[src/rtl/eq_gain_ctrl_if.sv]
// Beat-level handshake between the gain controller and the coefficient loader.
// The controller drives band/gain beats; the loader answers with cfg_ready.
interface eq_gain_ctrl_if;
  logic       cfg_valid;
  logic       cfg_ready;
  logic [3:0] cfg_band;
  logic [4:0] cfg_gain;
  logic       cfg_last;

  modport master (
    output cfg_valid,
    output cfg_band,
    output cfg_gain,
    output cfg_last,
    input  cfg_ready
  );

  modport slave (
    input  cfg_valid,
    input  cfg_band,
    input  cfg_gain,
    input  cfg_last,
    output cfg_ready
  );
endinterface

[src/rtl/eq_gain_ctrl.sv]
// Equalizer gain controller: decodes touch commands into per-band gains and
// streams all band gains to the coefficient loader on commit.
module eq_gain_ctrl #(
  parameter int NUM_BANDS = 10,
  parameter int GAIN_MAX  = 12
) (
  input  logic                pclk,
  input  logic                rst_n,
  input  logic [11:0]         button_ord,
  eq_gain_ctrl_if.master      cfg,
  output logic [3:0]          sel_band,
  output logic signed [4:0]   sel_gain,
  output logic                busy,
  output logic                done,
  output logic                mute
);

  localparam logic [3:0]        LAST_BAND = 4'(NUM_BANDS - 1);
  localparam logic signed [4:0] GAIN_HI   = 5'(GAIN_MAX);
  localparam logic signed [4:0] GAIN_LO   = -5'(GAIN_MAX);

  typedef enum logic [1:0] {IDLE, SEND, DONE} state_t;

  state_t            state;
  logic signed [4:0] gain [NUM_BANDS];
  logic [3:0]        beat_idx;
  logic              commit_pending;

  logic       cmd_hit;
  logic [3:0] cmd_idx;
  logic       load_cmd;
  logic       commit_cmd;
  logic [1:0] preset_sel;

  function automatic logic signed [4:0] preset_gain(input logic [1:0] p, input int b);
    logic signed [4:0] g;
    g = '0;
    case (p)
      2'd1: if (b <= 2)           g = 5'sd6;
      2'd2: if (b >= 7 && b <= 9) g = 5'sd6;
      2'd3: if (b == 4 || b == 5) g = 5'sd4;
      default: g = '0;
    endcase
    return g;
  endfunction

  // Lowest set bit among 0..10 wins; scanning downward leaves the lowest one.
  always_comb begin
    cmd_hit = 1'b0;
    cmd_idx = '0;
    for (int i = 10; i >= 0; i--) begin
      if (button_ord[i]) begin
        cmd_hit = 1'b1;
        cmd_idx = 4'(i);
      end
    end
    load_cmd   = cmd_hit && (cmd_idx >= 4'd5) && (cmd_idx <= 4'd9);
    commit_cmd = cmd_hit && (cmd_idx == 4'd10);
    preset_sel = (cmd_idx == 4'd5) ? 2'd0 : 2'(cmd_idx - 4'd6);
  end

  assign sel_gain     = gain[sel_band];
  assign cfg.cfg_gain = cfg.cfg_valid ? gain[beat_idx] : 5'd0;

  always_ff @(posedge pclk or negedge rst_n) begin
    if (!rst_n) begin
      state          <= IDLE;
      beat_idx       <= '0;
      commit_pending <= 1'b0;
      sel_band       <= '0;
      busy           <= 1'b0;
      done           <= 1'b0;
      mute           <= 1'b0;
      cfg.cfg_valid  <= 1'b0;
      cfg.cfg_band   <= '0;
      cfg.cfg_last   <= 1'b0;
      for (int b = 0; b < NUM_BANDS; b++) gain[b] <= '0;
    end else begin
      done <= 1'b0;
      if (button_ord[11]) mute <= ~mute;

      case (state)
        IDLE: begin
          if (cmd_hit) begin
            case (cmd_idx)
              4'd0: sel_band <= (sel_band == 4'd0) ? LAST_BAND : sel_band - 4'd1;
              4'd1: sel_band <= (sel_band == LAST_BAND) ? 4'd0 : sel_band + 4'd1;
              4'd2: if (gain[sel_band] < GAIN_HI) gain[sel_band] <= gain[sel_band] + 5'sd1;
              4'd3: if (gain[sel_band] > GAIN_LO) gain[sel_band] <= gain[sel_band] - 5'sd1;
              4'd4: gain[sel_band] <= '0;
              default: begin
                if (load_cmd) begin
                  for (int b = 0; b < NUM_BANDS; b++) gain[b] <= preset_gain(preset_sel, b);
                end
              end
            endcase
          end
          // A load arms a commit for the following cycle so the new gains are settled.
          commit_pending <= load_cmd && !commit_pending;
          if (commit_pending || commit_cmd) begin
            state         <= SEND;
            beat_idx      <= '0;
            busy          <= 1'b1;
            cfg.cfg_valid <= 1'b1;
            cfg.cfg_band  <= '0;
            cfg.cfg_last  <= (LAST_BAND == 4'd0);
          end
        end

        SEND: begin
          commit_pending <= 1'b0;
          if (cfg.cfg_ready) begin
            if (beat_idx == LAST_BAND) begin
              state         <= DONE;
              done          <= 1'b1;
              cfg.cfg_valid <= 1'b0;
              cfg.cfg_band  <= '0;
              cfg.cfg_last  <= 1'b0;
            end else begin
              beat_idx     <= beat_idx + 4'd1;
              cfg.cfg_band <= beat_idx + 4'd1;
              cfg.cfg_last <= ((beat_idx + 4'd1) == LAST_BAND);
            end
          end
        end

        DONE: begin
          commit_pending <= 1'b0;
          state          <= IDLE;
          busy           <= 1'b0;
        end

        default: begin
          state          <= IDLE;
          busy           <= 1'b0;
          commit_pending <= 1'b0;
          cfg.cfg_valid  <= 1'b0;
          cfg.cfg_band   <= '0;
          cfg.cfg_last   <= 1'b0;
        end
      endcase
    end
  end

endmodule

[src/flat_wrapper.sv]
// flat-port wrapper written by rule: the top's interface ports become plain ports
module eq_gain_ctrl_flat 
#(
  parameter int NUM_BANDS = 10,
  parameter int GAIN_MAX  = 12
)
  (pclk, rst_n, button_ord, sel_band, sel_gain, busy, done, mute, cfg_cfg_valid, cfg_cfg_band, cfg_cfg_gain, cfg_cfg_last, cfg_cfg_ready);
  eq_gain_ctrl_if cfg_i ();
  input  logic pclk;
  input  logic rst_n;
  input  logic [11:0] button_ord;
  output logic [3:0] sel_band;
  output logic signed [4:0] sel_gain;
  output logic busy;
  output logic done;
  output logic mute;
  output wire logic [$bits(cfg_i.cfg_valid)-1:0] cfg_cfg_valid;
  output wire logic [$bits(cfg_i.cfg_band)-1:0] cfg_cfg_band;
  output wire logic [$bits(cfg_i.cfg_gain)-1:0] cfg_cfg_gain;
  output wire logic [$bits(cfg_i.cfg_last)-1:0] cfg_cfg_last;
  input wire logic [$bits(cfg_i.cfg_ready)-1:0] cfg_cfg_ready;
  assign cfg_cfg_valid = cfg_i.cfg_valid;
  assign cfg_cfg_band = cfg_i.cfg_band;
  assign cfg_cfg_gain = cfg_i.cfg_gain;
  assign cfg_cfg_last = cfg_i.cfg_last;
  assign cfg_i.cfg_ready = cfg_cfg_ready;
  eq_gain_ctrl #(.NUM_BANDS(NUM_BANDS), .GAIN_MAX(GAIN_MAX)) u_core (.pclk(pclk), .rst_n(rst_n), .button_ord(button_ord), .cfg(cfg_i), .sel_band(sel_band), .sel_gain(sel_gain), .busy(busy), .done(done), .mute(mute));
endmodule
[config.mk]
export PLATFORM = sky130hd
export DESIGN_NAME = eq_gain_ctrl_flat
export DESIGN_NICKNAME = d
export VERILOG_FILES = /design/src/rtl/eq_gain_ctrl_if.sv /design/src/rtl/eq_gain_ctrl.sv /design/src/flat_wrapper.sv
export SDC_FILE = /design/constraint.sdc
export NUM_CORES = 1
export LEC_CHECK = 0
export ABC_AREA = 0
export ABC_CLOCK_PERIOD_IN_PS = 5050
export CAP_MARGIN = 20
export CORE_UTILIZATION = 42
export DETAILED_ROUTE_END_ITERATION = 7
export PLACE_DENSITY = 0.62
export SLEW_MARGIN = 20
export SYNTH_ARGS = -nofsm -noshare
export SYNTH_HDL_FRONTEND = slang
export SYNTH_SLANG_ARGS = --single-unit
[constraint.sdc]
create_clock -name pclk -period 5.05 [get_ports pclk]
set_input_delay 0.7575 -clock pclk [delete_from_list [all_inputs] [get_ports pclk]]
set_output_delay 0.7575 -clock pclk [all_outputs]
set_load 0.005 [all_outputs]
==> results of run 1 <==
-- state kept, by name, indices dropped and copies added (netlist names) --
| register | count |
|---|---|
| u_core.gain | 50 |
| u_core.beat_idx | 4 |
| u_core.cfg.cfg_band | 4 |
| u_core.sel_band | 4 |
| u_core.state | 2 |
| u_core.busy | 1 |
| u_core.cfg.cfg_last | 1 |
| u_core.cfg.cfg_valid | 1 |
| u_core.commit_pending | 1 |
| u_core.done | 1 |
| u_core.mute | 1 |
-- cells in the final DEF (no fill, tap or decap), drive strengths merged, types with 9 or more instances in the layout --
master          n
mux2i          21
nand2b         10
mux4           17
clkdlybuf4s50  36
clkbuf         11
a22o           10
buf            12
nor2           49
nand2          49
nor3           19
inv            18
o21ai          40
a21oi          37
a31oi           9
dfrtp          70
-- worst max-delay path by stage --
stage,start,end,slack [ns],cells past startpoint
2_1_floorplan,button_ord[4],u_core.gain[22]$_DFFE_PN0P_,2.06,8
3_3_place_gp,button_ord[2],u_core.gain[37]$_DFFE_PN0P_,0.85,8
3_5_place_dp,u_core.sel_band[0]$_DFFE_PN0P_,u_core.gain[37]$_DFFE_PN0P_,0.82,8
4_1_cts,u_core.sel_band[0]$_DFFE_PN0P_,u_core.gain[37]$_DFFE_PN0P_,0.81,8
5_1_grt,u_core.sel_band[0]$_DFFE_PN0P_,u_core.gain[30]$_DFFE_PN0P_,0.44,10
6_report,u_core.sel_band[0]$_DFFE_PN0P_,u_core.gain[30]$_DFFE_PN0P_,0.77,10
-- where the power goes --
| part | internal [mW] | leakage, nW | switching (mW) | total, mW |
|---|---|---|---|---|
| combinational | 0.650 | 1.20 | 0.728 | 1.38 |
| sequential | 0.704 | 0.921 | 0.291 | 0.995 |
| clock | 0.408 | 0.144 | 0.257 | 0.665 |
| total | 1.76 | 2.27 | 1.28 | 3.04 |
-- final cells by class --
cell class | count | area, um2 | share of cell area, %
clock buffer | 11 | 253 | 4.58
clock inverter | 5 | 57.6 | 1.04
inverter | 19 | 71.3 | 1.29
multi-input combinational | 398 | 2770 | 50.1
sequential | 70 | 1750 | 31.7
tap | 140 | 175 | 3.17
timing repair buffer | 48 | 448 | 8.11
-- cells by family after synthesis --
logic type,Yosys count
compound gates,177
simple gates,169
flops,70
buf+inv,52
mux,38
xor+xnor,8
fa+ha+maj,6
-- layer usage --
layer / routed length (um) / part of all wire [%]
met3: 1130 / 7.5
met5: 0 / 0
met2: 6790 / 45
met1: 6750 / 45
met4: 399 / 2.6
-- worst max-delay path: stages, from the launching register on --
cell	delay [ns]
dfrtp_1	0.76
buf_4	0.39
nor4b_2	0.61
a22oi_1	0.17
o31a_1	0.25
ha_1	0.24
o2111ai_1	0.20
and3_4	0.48
or2_1	0.56
o21ai_0	0.27
a22o_1	0.24
-- per-stage QoR --
step | setup slack [ns] | power, mW | cells | hold slack, ns | instance area (um2)
2_1_floorplan | 2.06 | 1.85 | 520 | 0.403 | 4740
3_3_place_gp | 0.854 | 2.32 | 675 | 0.429 | 5210
3_5_place_dp | 0.816 | 2.35 | 675 | 0.425 | 5210
4_1_cts | 0.813 | 3.02 | 691 | 0.438 | 5520
5_1_grt | 0.443 | 3.23 | 691 | 0.474 | 5520
6_report | 0.768 | 3.04 | 691 | 0.437 | 5520
==> impl_metrics.env, run 1 <==
export IMPL_synthDominantCellAreaShare_pct=36.9
export IMPL_ant_nets=0
export IMPL_worstHoldStart="u_core.commit_pending$_DFF_PN0_"
export IMPL_rsz0062_at_grt="no"
export IMPL_synth_area_um2=4740
export IMPL_synth_top_area_cell="dfrtp_1"
export IMPL_drtPass1Iterations=6
export IMPL_die_area_um2=11700
export IMPL_fin_crit_ns=4.28
export IMPL_groute_layer_met1_usage_pct=39.5
export IMPL_port_buffers=37
export IMPL_setup_violations_final=0
export IMPL_ys_types=66
export IMPL_synth_edf_count=0
export IMPL_worst_pin_slew_ns=1.09
export IMPL_syn_to_final_growth_pct=16.5
export IMPL_synthAdderAreaFrac_pct=1.58
export IMPL_first_global_vias=4199
export IMPL_cp_start_kind="register"
export IMPL_die_w_um=108
export IMPL_timing_rr_end="u_core.gain[30]$_DFFE_PN0P_"
export IMPL_drt_first_iter_violations=488
export IMPL_utilization_pct=50.5
export IMPL_setup_tns_ns=0
export IMPL_clk_path_buf_depth=2
export IMPL_post_cts_buffers=0
export IMPL_arrival_ns=4.51
export IMPL_use_met3_pct=6.39
export IMPL_dp_hpwl_um=10800
export IMPL_leakagePower_nw=2.27
export IMPL_hold_violations=0
export IMPL_via_count=4431
export IMPL_clock_latency_ns=0.34
export IMPL_fin_skew_ns=0.00732
export IMPL_grt_pass1_wl_um=23900
export IMPL_viasPerCell=6.41
export IMPL_worstPathRequired_ns=5.28
export IMPL_syn_area_per_cell_um2=9.12
export IMPL_coreArea_um2=10900
export IMPL_r2r_cells=10
export IMPL_busiest_layer="met2"
export IMPL_min_to="u_core.commit_pending$_DFF_PN0_"
export IMPL_ys_ff_latch=70
export IMPL_ys_flop_type="dfrtp_1"
export IMPL_antenna_found_initial=0
export IMPL_crit_type="register to register"
export IMPL_synth_xor_area_share_pct=1.64
export IMPL_synth_cells=520
export IMPL_ys_warn_count=0
export IMPL_clk_root_buffer_cell="clkbuf_16"
export IMPL_numCtsBuffers=9
export IMPL_post_route_cells_drive_above_1_share_pct=10.9
export IMPL_globalRouteMet2Util_pct=40.5
export IMPL_synth_nets=541
export IMPL_cts_sinks=70
export IMPL_holdBufCountCts=0
export IMPL_synth_compound_area_share_pct=25.2
export IMPL_h_tree_depth=3
export IMPL_netlist_top_cells_area="dfrtp_1 37%, mux4_2 8.1%, mux2i_1 4.4%"
export IMPL_pin_count=38
export IMPL_status="finished, final reports clean"
export IMPL_grt_util_all_layers_pct=27.7
export IMPL_hp_class="register to register"
export IMPL_start_util_pct=43.4
export IMPL_routed_wl_um=15100
export IMPL_ir_worst_vdd_mv=0.381
export IMPL_power_density_nw_per_um2=550
export IMPL_synth_top_family_by_area="compound AO/OA/AOI/OAI gates"
export IMPL_synth_common_cells="70 x dfrtp_1, 49 x nand2_1, 48 x nor2_1"
export IMPL_ys_seq_area_share_pct=36.9
export IMPL_slew_violations=0
export IMPL_diodes=0
export IMPL_slew_headroom_pct=26.5
export IMPL_period_share_pct=84.8
export IMPL_drv_cap=0
export IMPL_grt_start_max_net_pins=71
export IMPL_rows=38
export IMPL_cts_resized_gates=0
export IMPL_reg2reg_from="u_core.sel_band[0]$_DFFE_PN0P_"
export IMPL_wl_per_cell_um=21.8
export IMPL_synthArstFlopShare_pct=100
export IMPL_cts_tree="built"
export IMPL_clkSlewWorstSetupHoldPaths_ns=0.06
export IMPL_max_freq_mhz=234
export IMPL_yosysMostFrequentCell="dfrtp_1"
export IMPL_place_congestion=0.941
export IMPL_fin_nets=567
export IMPL_path_max_fanout=32
export IMPL_fillers=1014
export IMPL_synth_simple_gate_area_share_pct=17.1
export IMPL_grt_ovfl_total=0
export IMPL_endpoint_kind="register"
export IMPL_synthMuxAreaShare_pct=12.5
export IMPL_whs_path_depth=1
export IMPL_drc=0
export IMPL_die_h_um=108
export IMPL_regToRegSetupSlack_ns=0.77
No activity file was read; power rests on OpenSTA's default activity.
==> run 2: changes to the inputs <==
--- a/config.mk
+++ b/config.mk
@@ -6,11 +6,11 @@
 export NUM_CORES = 1
 export LEC_CHECK = 0
 export ABC_AREA = 0
-export ABC_CLOCK_PERIOD_IN_PS = 5050
+export ABC_CLOCK_PERIOD_IN_PS = 3600
 export CAP_MARGIN = 20
 export CORE_UTILIZATION = 42
 export DETAILED_ROUTE_END_ITERATION = 7
-export PLACE_DENSITY = 0.62
+export PLACE_DENSITY = 0.64
 export SLEW_MARGIN = 20
 export SYNTH_ARGS = -nofsm -noshare
 export SYNTH_HDL_FRONTEND = slang
==> constraint.sdc (replaced) <==
create_clock -name pclk -period 3.6 [get_ports pclk]
set_input_delay 0.54 -clock pclk [delete_from_list [all_inputs] [get_ports pclk]]
set_output_delay 0.54 -clock pclk [all_outputs]
set_load 0.005 [all_outputs]
==> run 2 against run 1 <==
Sequential power grew 31%. Total power rose by 47%. Critical path depth decreased by 6. Via count up 2.1%. Combinational power rose by 58%. Count of clock-buffer cells in the layout shrank 2. Wire length grew 4.8%. Core utilization rose by 1.9 points. Final area rose by 3.8%. Critical path type is now register to output pin. Critical endpoint is now sel_gain[3]. Highest routed layer unchanged.
==> impl_metrics.env, run 2 (synthesized netlist as in run 1, its figures left out) <==
export IMPL_timing_rr_end="u_core.gain[13]$_DFFE_PN0P_"
export IMPL_grt_util_all_layers_pct=29.1
export IMPL_largest_reg_flops=50
export IMPL_clock_latency_ns=0.35
export IMPL_hold_violations=0
export IMPL_slew_headroom_pct=30.3
export IMPL_crit_type="register to output pin"
export IMPL_seq_power_share_pct=29.2
export IMPL_grt_start_max_net_pins=39
export IMPL_rsz0062_at_grt="no"
export IMPL_rows=38
export IMPL_first_global_vias=4301
export IMPL_die_w_um=108
export IMPL_die_h_um=108
export IMPL_status="finished, final reports clean"
export IMPL_max_freq_mhz=288
export IMPL_p_switching_mw=1.84
export IMPL_path_max_fanout=11
export IMPL_leakagePower_nw=2.39
export IMPL_die_area_um2=11700
export IMPL_fin_crit_ns=3.47
export IMPL_worst_pin_slew_ns=1.04
export IMPL_endpoint_kind="output pin"
export IMPL_clk_path_buf_depth=2
export IMPL_drt_first_iter_violations=372
export IMPL_switching_share_pct=41.3
export IMPL_reg2reg_from="u_core.sel_band[0]$_DFFE_PN0P_"
export IMPL_viasPerCell=6.32
export IMPL_cts_resized_gates=0
export IMPL_numCtsBuffers=9
export IMPL_holdBufCountCts=0
export IMPL_setup_violations_final=0
export IMPL_dp_hpwl_um=11900
export IMPL_start_util_pct=43.4
export IMPL_pin_count=38
export IMPL_r2r_cells=12
export IMPL_regToRegSetupSlack_ns=0.30
export IMPL_ant_nets=0
export IMPL_final_common_cell="dfrtp_1"
export IMPL_regMostFlops="u_core.gain"
export IMPL_ir_worst_vdd_mv=0.397
export IMPL_cp_start_kind="register"
export IMPL_utilization_pct=52.4
export IMPL_post_route_cells_drive_above_1_share_pct=14.6
export IMPL_drv_cap=0
export IMPL_antenna_found_initial=0
export IMPL_p_comb_share_pct=48.8
export IMPL_clkSlewWorstSetupHoldPaths_ns=0.06
export IMPL_diodes=0
export IMPL_p_int_mw=2.62
export IMPL_fillers=1034
export IMPL_post_cts_buffers=0
export IMPL_grt_pass1_wl_um=24900
export IMPL_arrival_ns=2.93
export IMPL_coreArea_um2=10900
export IMPL_drc=0
export IMPL_h_tree_depth=3
export IMPL_clock_power_share_pct=22.0
export IMPL_hp_class="input pin to asynchronous set/reset pin"
export IMPL_fin_skew_ns=0.00734
export IMPL_place_congestion=0.960
export IMPL_power_density_nw_per_um2=779
export IMPL_port_buffers=37
export IMPL_slew_violations=0
export IMPL_layout_common_cells="70 x dfrtp_1, 49 x nand2_1, 48 x nor2_1, 37 x a21oi_1"
export IMPL_via_count=4522
export IMPL_routed_wl_um=15800
export IMPL_setup_tns_ns=0
export IMPL_wl_per_cell_um=22.1
export IMPL_fin_nets=592
export IMPL_period_share_pct=96.5
export IMPL_clk_root_buffer_cell="clkbuf_16"
export IMPL_syn_to_final_growth_pct=20.8
export IMPL_drtPass1Iterations=5
export IMPL_grt_ovfl_total=0
export IMPL_worstPathRequired_ns=3.06
export IMPL_cts_tree="built"
export IMPL_cts_sinks=70
==> run 2: per-stage QoR <==
stage / cells / instance area [um2] / power (mW) / setup WS [ns] / hold slack (ns)
floorplan: 520 / 4740 / 2.60 / 0.730 / 0.244
global placement: 700 / 5410 / 3.44 / 0.0993 / 0.420
detailed placement: 700 / 5410 / 3.46 / 0.0858 / 0.439
CTS: 716 / 5730 / 4.46 / 0.159 / 0.347
global route: 716 / 5730 / 4.72 / 0.00911 / 0.385
finish: 716 / 5730 / 4.47 / 0.126 / 0.322
==> run 2: worst max-delay path, cell delays in order (launching register included) <==
cell and delay, ns:
dfrtp_1 0.67, mux4_2 0.63, a211oi_1 0.58, inv_1 0.21
clkdlybuf4s50_1 0.49
==> run 2: routing by layer <==
metal	part of all wire (%)	global-route usage, %	routed length, um
met1	44	39.9	6970
met4	3.1	11.8	483
met2	46	44.6	7190
met5	0	0	0
met3	7.2	6.15	1140
==> run 2: how the worst max path moves through the flow <==
stage	startpoint	to	slack [ns]	cells past startpoint
floorplan	u_core.sel_band[0]$_DFFE_PN0P_	u_core.gain[32]$_DFFE_PN0P_	0.73	12
global placement	button_ord[4]	u_core.gain[13]$_DFFE_PN0P_	0.1	10
detailed placement	button_ord[8]	u_core.gain[10]$_DFFE_PN0P_	0.09	11
CTS	u_core.sel_band[0]$_DFFE_PN0P_	sel_gain[3]	0.16	4
global route	u_core.sel_band[0]$_DFFE_PN0P_	sel_gain[3]	0.009	6
finish	u_core.sel_band[0]$_DFFE_PN0P_	sel_gain[3]	0.13	4
==> run 2: cell type report <==
cell class | instances | area (um2) | area share (%)
clock buffer | 9 | 225 | 3.93
tap | 140 | 175 | 3.06
multi-input combinational | 398 | 2760 | 48.2
inverter | 19 | 71.3 | 1.24
timing repair buffer | 73 | 648 | 11.3
clock inverter | 7 | 98.8 | 1.72
sequential | 70 | 1750 | 30.6
==> run 2: power by group through the flow <==
| stage | Combinational, mW | Clock (mW) | Sequential (mW) |
|---|---|---|---|
| after global routing | 2.36 | 1.03 | 1.34 |
| after global placement | 2.13 | 0 | 1.30 |
| after CTS | 2.16 | 0.998 | 1.30 |
| after detailed placement | 2.15 | 0 | 1.31 |
| after floorplan | 1.46 | 0 | 1.14 |
| final | 2.18 | 0.983 | 1.30 |
==> run 3: changes to the inputs <==
--- a/config.mk
+++ b/config.mk
@@ -10,7 +10,8 @@
 export CAP_MARGIN = 20
 export CORE_UTILIZATION = 42
 export DETAILED_ROUTE_END_ITERATION = 7
-export PLACE_DENSITY = 0.64
+export DONT_BUFFER_PORTS = 1
+export PLACE_DENSITY = 0.6
 export SLEW_MARGIN = 20
 export SYNTH_ARGS = -nofsm -noshare
 export SYNTH_HDL_FRONTEND = slang
==> run 3 against run 2 <==
Critical path depth increased by 4. Largest cell class unchanged. Clock power grew 0.9%. Via count fell by 3.5%. Final area shrank 5.8%. Sequential cell count is the same. First-iteration DRC count is 15% higher. Total power decreased by 2.7%. Count of clock-buffer cells in the layout rose by 1. Register-to-register slack got worse by 0.12 ns. Sequential power is essentially flat. Clock skew up 0.0035 ns. Core utilization decreased by 3.0 points.
==> impl_metrics.env, run 3 (synthesized netlist as in run 1, its figures left out) <==
export IMPL_clock_latency_ns=0.36
export IMPL_regMostFlops="u_core.gain"
export IMPL_hp_class="input pin to asynchronous set/reset pin"
export IMPL_cp_start_kind="register"
export IMPL_antenna_found_initial=0
export IMPL_largest_reg_flops=50
export IMPL_arrival_ns=3.66
export IMPL_clkSlewWorstSetupHoldPaths_ns=0.06
export IMPL_h_tree_depth=3
export IMPL_fin_cells=681
export IMPL_ant_nets=0
export IMPL_hold_violations=0
export IMPL_viasPerCell=6.41
export IMPL_die_area_um2=11700
export IMPL_slew_headroom_pct=48.5
export IMPL_drtPass1Iterations=5
export IMPL_endpoint_kind="register"
export IMPL_layout_common_cells="69 x dfrtp_1, 49 x nand2_1, 48 x nor2_1, 37 x a21oi_1, 36 x buf_4"
export IMPL_place_congestion=1.01
export IMPL_die_w_um=108
export IMPL_start_util_pct=43.4
export IMPL_rsz0062_at_grt="no"
export IMPL_post_route_cells_drive_above_1_share_pct=15.7
export IMPL_fin_crit_ns=3.42
export IMPL_rows=38
export IMPL_routed_wl_um=15600
export IMPL_grt_ovfl_total=0
export IMPL_port_buffers=0
export IMPL_worst_pin_slew_ns=0.770
export IMPL_finalPower_mw=4.34
export IMPL_status="finished, final reports clean"
export IMPL_final_common_cell="dfrtp_1"
export IMPL_syn_to_final_growth_pct=13.9
export IMPL_leakagePower_nw=2.28
export IMPL_power_density_nw_per_um2=804
export IMPL_clk_path_buf_depth=2
export IMPL_setup_tns_ns=0
export IMPL_drv_cap=0
export IMPL_dpl_cell_count=664
export IMPL_via_count=4362
export IMPL_crit_type="register to register"
export IMPL_drt_first_iter_violations=428
export IMPL_die_h_um=108
export IMPL_diodes=0
export IMPL_setup_violations_final=0
export IMPL_cts_tree="built"
export IMPL_cts_sinks=70
export IMPL_drc=0
export IMPL_ir_worst_vdd_mv=0.565
export IMPL_fillers=1062
export IMPL_dp_hpwl_um=11500
export IMPL_worstPathRequired_ns=3.83
export IMPL_slew_violations=0
export IMPL_period_share_pct=95.1
export IMPL_grt_start_max_net_pins=71
export IMPL_path_max_fanout=21
export IMPL_wl_per_cell_um=22.8
export IMPL_coreArea_um2=10900
export IMPL_max_freq_mhz=292
export IMPL_clk_root_buffer_cell="clkbuf_16"
export IMPL_first_global_vias=4308
export IMPL_grt_util_all_layers_pct=29.2
export IMPL_fin_skew_ns=0.0108
export IMPL_pin_count=38
export IMPL_post_cts_buffers=0
export IMPL_grt_pass1_wl_um=24700
export IMPL_fin_nets=557
export IMPL_numCtsBuffers=9
run 3: cell types whose count changed in the layout (fill, tap and decap cells not counted), sizes merged:
cell           delta
buf               +1
clkbuf            +1
clkdlybuf4s50    -36
clkinv            +1
clkinvlp          -3
inv               +1
run 3: final cells by class:
type	instances	area, um2	share of cell area [%]
multi-input combinational	398	2760	51.1
inverter	19	71.3	1.32
sequential	70	1750	32.5
timing repair buffer	38	318	5.88
clock inverter	6	93.8	1.74
tap	140	175	3.24
clock buffer	10	229	4.24
run 3: metrics by stage:
step           setup slack [ns]  util [%]  area, um2  hold WS (ns)
2_1_floorplan             0.730         -       4740         0.244
3_5_place_dp             0.0579      46.2       5050         0.246
4_1_cts                  0.0147      49.4       5400        0.0775
3_3_place_gp             0.0573      46.2       5050         0.246
6_report                  0.176      49.4       5400        0.0592
5_1_grt                  0.0130      49.4       5400        0.0836
run 3: where the power goes:
part / internal (mW) / switching, mW / leakage, nW
Combinational: 0.889 / 1.16 / 1.21
Clock: 0.612 / 0.380 / 0.153
Sequential: 0.991 / 0.310 / 0.920
run 3: worst paths after layout:
kind                                                  from                              end  slack, ns  cells after the start
setup reg to reg            u_core.sel_band[0]$_DFFE_PN0P_      u_core.gain[37]$_DFFE_PN0P_       0.18                      8
hold reg to reg            u_core.commit_pending$_DFF_PN0_  u_core.commit_pending$_DFF_PN0_       0.46                      1
hold / removal                                       rst_n            u_core.done$_DFF_PN0_       0.06                      1
max in group asynchronous                            rst_n      u_core.gain[34]$_DFFE_PN0P_       3.22                      1
setup / recovery            u_core.sel_band[0]$_DFFE_PN0P_      u_core.gain[37]$_DFFE_PN0P_       0.18                      8
min in group pclk                           button_ord[11]          u_core.mute$_DFFE_PN0P_       0.26                      1
run 3: timing repair:
| action | in CTS | in global routing |
|---|---|---|
| resized for setup | 0 | 2 |
| endpoints found under the hold margin | 70 | 0 |
| hold buffers | 1 | 0 |
| endpoints found under the setup margin | 0 | 25 |
run 3: worst max-delay path, stage by stage, from the launching register on:
cell	delay [ns]
dfrtp_2	0.55
buf_12	0.22
mux4_2	0.52
a211oi_1	0.57
o2111ai_1	0.23
and3_4	0.30
nor2_2	0.52
a21oi_1	0.15
o22a_1	0.23
run 3: routing by layer:
layer | global-route usage (%) | wire length, um | share of wire (%)
met5 | 0 | 0 | 0
met1 | 38.4 | 6740 | 43
met4 | 14.5 | 588 | 3.8
met3 | 7.05 | 1220 | 7.9
met2 | 45.0 | 7000 | 45
